**src/rtl/reset_sequencer.sv**
```systemverilog
// reset_sequencer: staged release of video, logic and display resets from the board button,
// frame-aligned, with a soft restart of the game logic domain.
module reset_sequencer #(
  parameter logic [19:0] HOLD_CYCLES   = 20'hfffff,
  parameter logic [19:0] STAGE_GAP     = 20'd16,
  parameter logic [19:0] SOFT_CYCLES   = 20'd256,
  parameter logic [19:0] FRAME_TIMEOUT = 20'hfffff
) (
  input  logic clk,
  input  logic rst_button,
  input  logic frame_tick,
  input  logic soft_req,
  output logic rst_video,
  output logic rst_logic,
  output logic rst_display,
  output logic ready,
  output logic soft_ack,
  output logic frame_timeout
);
  localparam logic [2:0] HOLD       = 3'd0;
  localparam logic [2:0] REL_VIDEO  = 3'd1;
  localparam logic [2:0] WAIT_FRAME = 3'd2;
  localparam logic [2:0] RUN        = 3'd3;
  localparam logic [2:0] SOFT       = 3'd4;

  logic [1:0]  sync_q;
  logic        seen_q;
  logic [2:0]  state_q, state_d;
  logic [19:0] cnt_q, cnt_d;
  logic        soft_q, soft_d;
  logic        req_q;
  logic        timeout_d;
  logic        rst_video_q, rst_logic_q, rst_display_q, ready_q, soft_ack_q, frame_timeout_q;

  // seen_q marks the cycle after the synchronizer output goes high; HOLD counts from there
  always_comb begin
    state_d = (state_q == HOLD && seen_q && cnt_q == HOLD_CYCLES - 20'd1) ? REL_VIDEO :
              (state_q == REL_VIDEO && cnt_q == STAGE_GAP - 20'd1) ? WAIT_FRAME :
              (state_q == WAIT_FRAME && (frame_tick || cnt_q == FRAME_TIMEOUT - 20'd1)) ? RUN :
              (state_q == RUN && soft_req && !req_q) ? SOFT :
              (state_q == SOFT && cnt_q == SOFT_CYCLES - 20'd1) ? WAIT_FRAME :
              (state_q > SOFT) ? HOLD : state_q;
    cnt_d = (state_d != state_q || state_q == RUN || !seen_q) ? 20'd0 : cnt_q + 20'd1;
    soft_d = (state_q == SOFT && state_d == WAIT_FRAME) ? 1'b1 :
             (state_q == WAIT_FRAME && state_d == RUN) ? 1'b0 : soft_q;
    timeout_d = frame_timeout_q |
                (state_q == WAIT_FRAME && !frame_tick && cnt_q == FRAME_TIMEOUT - 20'd1);
  end

  always_ff @(posedge clk or negedge rst_button) begin
    if (!rst_button) begin
      sync_q          <= 2'b00;
      seen_q          <= 1'b0;
      state_q         <= HOLD;
      cnt_q           <= 20'd0;
      soft_q          <= 1'b0;
      req_q           <= 1'b0;
      rst_video_q     <= 1'b1;
      rst_logic_q     <= 1'b1;
      rst_display_q   <= 1'b1;
      ready_q         <= 1'b0;
      soft_ack_q      <= 1'b0;
      frame_timeout_q <= 1'b0;
    end else begin
      sync_q          <= {sync_q[0], 1'b1};
      seen_q          <= sync_q[1];
      state_q         <= state_d;
      cnt_q           <= cnt_d;
      soft_q          <= soft_d;
      req_q           <= soft_req;
      rst_video_q     <= state_d == HOLD;
      rst_logic_q     <= state_d != RUN;
      rst_display_q   <= state_d == HOLD || state_d == REL_VIDEO || (state_d == WAIT_FRAME && !soft_d);
      ready_q         <= state_d == RUN;
      soft_ack_q      <= state_q == WAIT_FRAME && state_d == RUN && soft_q;
      frame_timeout_q <= timeout_d;
    end
  end

  assign rst_video     = rst_video_q;
  assign rst_logic     = rst_logic_q;
  assign rst_display   = rst_display_q;
  assign ready         = ready_q;
  assign soft_ack      = soft_ack_q;
  assign frame_timeout = frame_timeout_q;
endmodule

```
**config.mk**
```make
export PLATFORM = sky130hd
export DESIGN_NAME = reset_sequencer
export DESIGN_NICKNAME = d
export VERILOG_FILES = /design/src/rtl/reset_sequencer.sv
export SDC_FILE = /design/constraint.sdc
export NUM_CORES = 1
export LEC_CHECK = 0
export CAP_MARGIN = 40
export CELL_PAD_IN_SITES_DETAIL_PLACEMENT = 0
export CELL_PAD_IN_SITES_GLOBAL_PLACEMENT = 2
export CORE_MARGIN = 3
export CORE_UTILIZATION = 38
export DETAILED_ROUTE_END_ITERATION = 8
export PLACE_DENSITY = 0.81
export REMOVE_ABC_BUFFERS = 1
export SYNTH_ARGS = -nofsm -noshare
export SYNTH_HDL_FRONTEND = slang
export SYNTH_SLANG_ARGS = --single-unit
```
**constraint.sdc**
```tcl
create_clock -name clk -period 1.95 [get_ports clk]
set_input_delay 0.195 -clock clk [delete_from_list [all_inputs] [get_ports clk]]
set_output_delay 0.195 -clock clk [all_outputs]
set_load 0.01 [all_outputs]
```
* Yosys cells after proc, flatten, opt, wreduce, memory -nomap -nowiden *
Cells that the tools add are included.

operators by class
  add/subtract/negate cells = 1
  $mul = 0
  divide/modulo/power cells = 0
  order comparisons = 1
  equal/unequal tests = 12
  shifts and indexed selects = 0
  multiplexer cells = 9
  bitwise logic cells = 1
  reductions and logical operators = 24

operators by type and width
  operator                                               number
  adder 20 x 1 -> 20 bit, second input constant          1
  == test 20 bit, second input constant                  1
  == test 20 x 4 -> 1 bit, second input constant         1
  == test 20 x 8 -> 1 bit, second input constant         1
  two-way mux 20 bit                                     1
  two-way mux 3 bit                                      6
  logical AND 1 bit                                      13
  == test 3 x 2 -> 1 bit, second input constant          4
  == test 3 x 1 -> 1 bit, second input constant          2
  logical NOT 3 bit                                      2
  logical OR 1 bit                                       5
  logical NOT 1 bit                                      4
  == test 3 bit, second input constant                   1
  > comparator 3 bit, second input constant              1
  inequality test 3 x 2 -> 1 bit, second input constant  1
  inequality test 3 bit                                  1
  two-way mux 1 bit                                      2
  OR 1 bit                                               1

word-level totals
  bits in registers = 34
  latch bits = 0
  memory bits (writable) = 0
  bits in read-only memories = 0
  input port bits = 4
  output and inout bits = 6
  logic and storage cells = 60
  memories = 0

* Longest topological paths before layout *
Gate-level depths: netlist (run 1).

  depth in word-level cells = 14
  gate-level depth with buffers = 8
  gate-level depth less buffers = 7

* Worst setup path before layout (run 1) *
Ideal clock, no wire load.

  path kind = reg-to-reg
  start point = register cnt_q[0]
  end point = register rst_display_q, in the netlist rst_display
  setup time = 79 ps
  arrival time = 1,672 ps
  data required time = 1,871 ps
  slack = 199 ps
  cell stages (with the launch flop) = 7
  path buffers = 0
  clock period less this slack = 1,751 ps
  cell sequence = dfrtp_1 > ha_1 > nand3_1 > nor2_2 > and2_1 > a221o_4 > a41o_1

between the ends
  longest elaborated chain between the ends = 14
  elaborated cells between the ends (all ways) = 25
  those cells by class = eq/ne: 6; mux: 7; reduce/logical: 12

ends and longest elaborated chain
  element                   RTL line  source
  start: declaration        29        logic [19:0] cnt_q, cnt_d;
  start signal: assignment  68        cnt_q <= cnt_d;
  == test 20 x 8 -> 1 bit   41        (state_q == SOFT && cnt_q == SOFT_CYCLES - 20'd1) ? WAIT_FRAME :
  logical AND 1 bit         41
  two-way mux 3 bit         41
  two-way mux 3 bit         40        (state_q == RUN && soft_req && !req_q) ? SOFT :
  two-way mux 3 bit         39        (state_q == WAIT_FRAME && (frame_tick || cnt_q == FRAME_TIMEOUT - 20'd1)) ? RUN :
  two-way mux 3 bit         38        (state_q == REL_VIDEO && cnt_q == STAGE_GAP - 20'd1) ? WAIT_FRAME :
  two-way mux 3 bit (*)     37        state_d = (state_q == HOLD && seen_q && cnt_q == HOLD_CYCLES - 20'd1) ? REL_VIDEO :
  named net state_d[1]      28        logic [2:0] state_q, state_d;
  == test 3 x 2 -> 1 bit    45        (state_q == WAIT_FRAME && state_d == RUN) ? 1'b0 : soft_q;
  logical AND 1 bit         45
  two-way mux 1 bit         45
  two-way mux 1 bit         44        soft_d = (state_q == SOFT && state_d == WAIT_FRAME) ? 1'b1 :
  logical NOT 1 bit         73        rst_display_q <= state_d == HOLD || state_d == REL_VIDEO || (state_d == WAIT_FRAME && !soft_d);
  logical AND 1 bit         73
  logical OR 1 bit (*)      73
  end signal: assignment    73
  end: declaration          33        logic rst_video_q, rst_logic_q, rst_display_q, ready_q, soft_ack_q, frame_timeout_q;

Mark *: on every way through the listed nets, which the timed path passes. The rest lies on a longest branch.

* Worst setup path in the final report (run 1) *
  start point = register cnt_q[0]
  end point = register cnt_q[11]

between the ends
  longest elaborated chain between the ends = 11
  elaborated cells between the ends (all ways) = 18
  those cells by class = add/sub: 1; eq/ne: 4; mux: 6; reduce/logical: 7

ends and longest elaborated chain
  element                         RTL line  source
  == test 20 x 8 -> 1 bit         41
  logical AND 1 bit               41
  two-way mux 3 bit               41
  two-way mux 3 bit               40
  two-way mux 3 bit               39
  two-way mux 3 bit               38
  two-way mux 3 bit               37
  inequality test 3 bit           43        cnt_d = (state_d != state_q || state_q == RUN || !seen_q) ? 20'd0 : cnt_q + 20'd1;
  logical OR 1 bit (2 in series)  43
  two-way mux 20 bit (*)          43
  named net cnt_d[11]             29

Marks and branches as above.

==> flow_metrics.py, run 1 <==
metrics = {
    "outcome": {
        "outcome": "completed",
    },
    "critical_path": {
        "cp-endpoint": "cnt_q[11]",
        "cp_max_fo": 20,
        "criticalPathCategory": "reg -> reg",
        "timing.rr.end": "cnt_q[11]",
        "crit_path_end_kind": "register",
        "r2r_start": "cnt_q[0]",
        "startpoint": "cnt_q[0]",
        "worstPathArrival_ns": 1.98,
        "crit_path_start_kind": "register",
        "ff2ff_path_depth": 8,
        "rrSetupSlack_ns": 0.14,
        "crit_required_ns": 2.12,
    },
    "synth": {
        "ys_seq_elements": 34,
        "syn_area_um2": 1613,
        "synthArstFlopShare_pct": 100.0,
        "synth_edf_count": 0,
        "ys.flop_type": "dfrtp_1",
        "seq_area_frac_synth_pct": 52.99,
        "syn_inst": 156,
        "yosysWarnings": 0,
        "synthDistinctLibCells": 38,
        "syn_area_per_cell_um2": 10.34,
    },
    "die": {
        "design.core.area_um2": 4058,
        "rows": 23,
        "die_x_um": 71.15,
        "start_util_pct": 39.75,
        "die-area_um2": 5062,
        "ios": 10,
        "fp.dieH_um": 71.15,
    },
    "power": {
        "combPwrFrac_pct": 3.7,
        "p_per_area_nw_per_um2": 680.5,
        "p_switching_uw": 275.8,
        "leakage_uw": 0.0008301,
        "p_sw_share_pct": 21.27,
        "p_total_uw": 1297,
        "p_int_uw": 1021,
        "seq_power_share_pct": 55.8,
        "pwr-share-clk_pct": 40.6,
        "ir_worst_vdd_mv": 0.2721,
    },
    "grt": {
        "grt_overflow": 0,
        "grt_pass1_vias": 1271,
        "grt_max_degree": 35,
        "grt_usage_pct": 14.83,
        "antenna_found_initial": 0,
        "grt_pass1_wl_um": 5761,
    },
    "placement": {
        "dp_cells": 219,
        "gp_congestion": 0.8140,
        "portBuffers": 9,
        "place_hpwl_um": 2235,
    },
    "routing": {
        "drt_iter0_drc": 32,
        "dr.pass1.iters": 4,
        "drc": 0,
        "antenna_left": 0,
        "vias_per_cell": 5.256,
        "wire_per_inst_um": 14.07,
        "wl_um": 3194,
        "vias": 1193,
    },
    "layout": {
        "mostFrequentLayoutCell": "dfrtp_1",
        "largest_reg_flops": 20,
        "area_delta_synth_final_pct": 18.15,
        "largest_register": "cnt_q",
        "layout_common_cells": "31 x dfrtp_1, 27 x nor2_1, 11 x xor2_1",
        "nets": 182,
        "drive_above_1_share_pct": 14.12,
        "top_regs": "cnt_q x20, state_q x3, sync_q x2",
        "fin_cells": 227,
        "antenna-diode-count": 0,
    },
    "sta": {
        "fmax_mhz": 552.5,
        "finClkSkew_ns": 0.006628,
        "grt_setup_unrepaired": "false",
        "fin_crit_ns": 1.810,
        "hold_viol": 0,
        "setup_tns_ns": 0,
        "slew_violations": 0,
        "fin_crit_sh_pct": 92.82,
        "finalSetupViolations": 0,
        "whs_ns": 0.3128,
    },
    "clock_tree": {
        "postCtsSetupRepairBufs": 0,
        "cts_tree": "built",
        "clk_pin_slew_worst_paths_ns": 0.07,
        "ctsLongestPathBuffers": 2,
        "cts_sinks": 34,
        "clk_latency_ns": 0.28,
        "hold_buffers": 0,
        "cts-root-buf": "clkbuf_8",
        "cts_buffers": 5,
        "htree_levels": 2,
    },
    "worst_hold_path": {
        "hold_path.class": "in -> async",
    },
    "flow_run": {
        "cap_viol_max_count": 0,
    },
}
==> final cells by class <==
type	instances	area, um^2
Tap cell	50	62.56
Clock buffer	8	90.09
Timing Repair Buffer	16	155.1
Fill cell	389	2152
Inverter	5	18.77
Sequential cell	34	854.6
Multi-Input combinational cell	114	724.4
==> how the worst min path moves through the flow <==
stage	end	slack, ns	cells after the start
2_1_floorplan	cnt_q[0]	-0.10	0
3_3_place_gp	seen_q	0.33	0
3_5_place_dp	sync_q[1]	0.33	0
4_1_cts	cnt_q[18]	0.33	2
5_1_grt	cnt_q[3]	0.36	2
6_report	state_q[0]	0.31	2
==> cells in the mapped netlist (2+ instances only) <==
master | number | area [um^2]
nand3_1 | 10 | 50.05
nand3b_1 | 2 | 15.01
and2_1 | 3 | 18.77
nor2_1 | 27 | 101.4
a21oi_1 | 2 | 10.01
nand2b_1 | 2 | 12.51
dfrtp_1 | 31 | 775.7
a31o_2 | 2 | 17.52
xor2_1 | 11 | 96.34
ha_1 | 2 | 25.02
and4_1 | 2 | 17.52
dfstp_2 | 3 | 78.83
nand2_1 | 10 | 37.54
nor4_1 | 3 | 18.77
a31oi_1 | 3 | 18.77
xnor2_1 | 7 | 61.31
nand4_1 | 6 | 37.54
and3_1 | 4 | 25.02
inv_1 | 5 | 18.77
nor2b_1 | 2 | 12.51
buf_4 | 2 | 15.01
==> worst max-delay path, stage by stage (launching register included) <==
cell     delay (ns)
dfrtp_1        0.43
inv_1          0.08
ha_1           0.14
nand4_1        0.10
nor4b_2        0.35
a31oi_1        0.17
o21ai_2        0.20
buf_12         0.17
nor2_1         0.06
==> cells by family (layout without fill, tap and decap cells) <==
| logic type | Yosys count | count (layout) | share of synthesized area (%) |
|---|---|---|---|
| AND/OR/NAND/NOR | 79 | 79 | 25.91 |
| flip-flops | 34 | 34 | 52.99 |
| XOR/XNOR | 18 | 18 | 9.775 |
| AO/OA/AOI/OAI | 14 | 14 | 7.138 |
| buffers and inverters | 8 | 29 | 2.405 |
| adder cells (fa/ha/maj) | 2 | 2 | 1.551 |
| other | 1 | 1 | 0.2325 |
==> per-layer routing <==
| metal | vias up | track usage, % | part of all wire (%) |
|---|---|---|---|
| li1 | 583 | - | - |
| met1 | 587 | 18.03 | 45 |
| met2 | 16 | 24.69 | 51 |
| met3 | 7 | 4.403 | 3.1 |
| met4 | 0 | 5.637 | 1.6 |
| met5 | - | 0 | 0 |
==> metrics by stage <==
step,setup WS (ns),cell area (um^2),util [%]
5_1_grt,0.02748,1906,46.96
6_report,0.1400,1906,46.96
4_1_cts,0.1034,1901,46.84
2_1_floorplan,0.04070,1593,-
3_5_place_dp,0.1082,1810,44.62
3_3_place_gp,0.1247,1810,44.62
==> timing repair <==
| item | in CTS | in global routing |
|---|---|---|
| gates resized for setup | 0 | 1 |
| endpoints found under the hold margin | 0 | 0 |
| endpoints found under the setup margin | 0 | 20 |
==> power groups by stage <==
| stage | registers, uW | clock network, uW | logic (uW) |
|---|---|---|---|
| 3_3_place_gp | 735 | 0 | 47.3 |
| 4_1_cts | 722 | 545 | 49.2 |
| 6_report | 723 | 526 | 47.6 |
| 3_5_place_dp | 736 | 0 | 48.7 |
| 5_1_grt | 723 | 578 | 55.8 |
| 2_1_floorplan | 734 | 0 | 16.3 |
Note: power is estimated with default switching activity, not from simulation.
==> inputs of run 2 (changes only) <==
--- a/config.mk
+++ b/config.mk
@@ -13,6 +13,7 @@
 export DETAILED_ROUTE_END_ITERATION = 8
 export PLACE_DENSITY = 0.81
 export REMOVE_ABC_BUFFERS = 1
+export SKIP_LAST_GASP = 1
 export SYNTH_ARGS = -nofsm -noshare
 export SYNTH_HDL_FRONTEND = slang
 export SYNTH_SLANG_ARGS = --single-unit
==> results of run 2 <==
Final layout, timing and power as in run 1 (identical DEF).
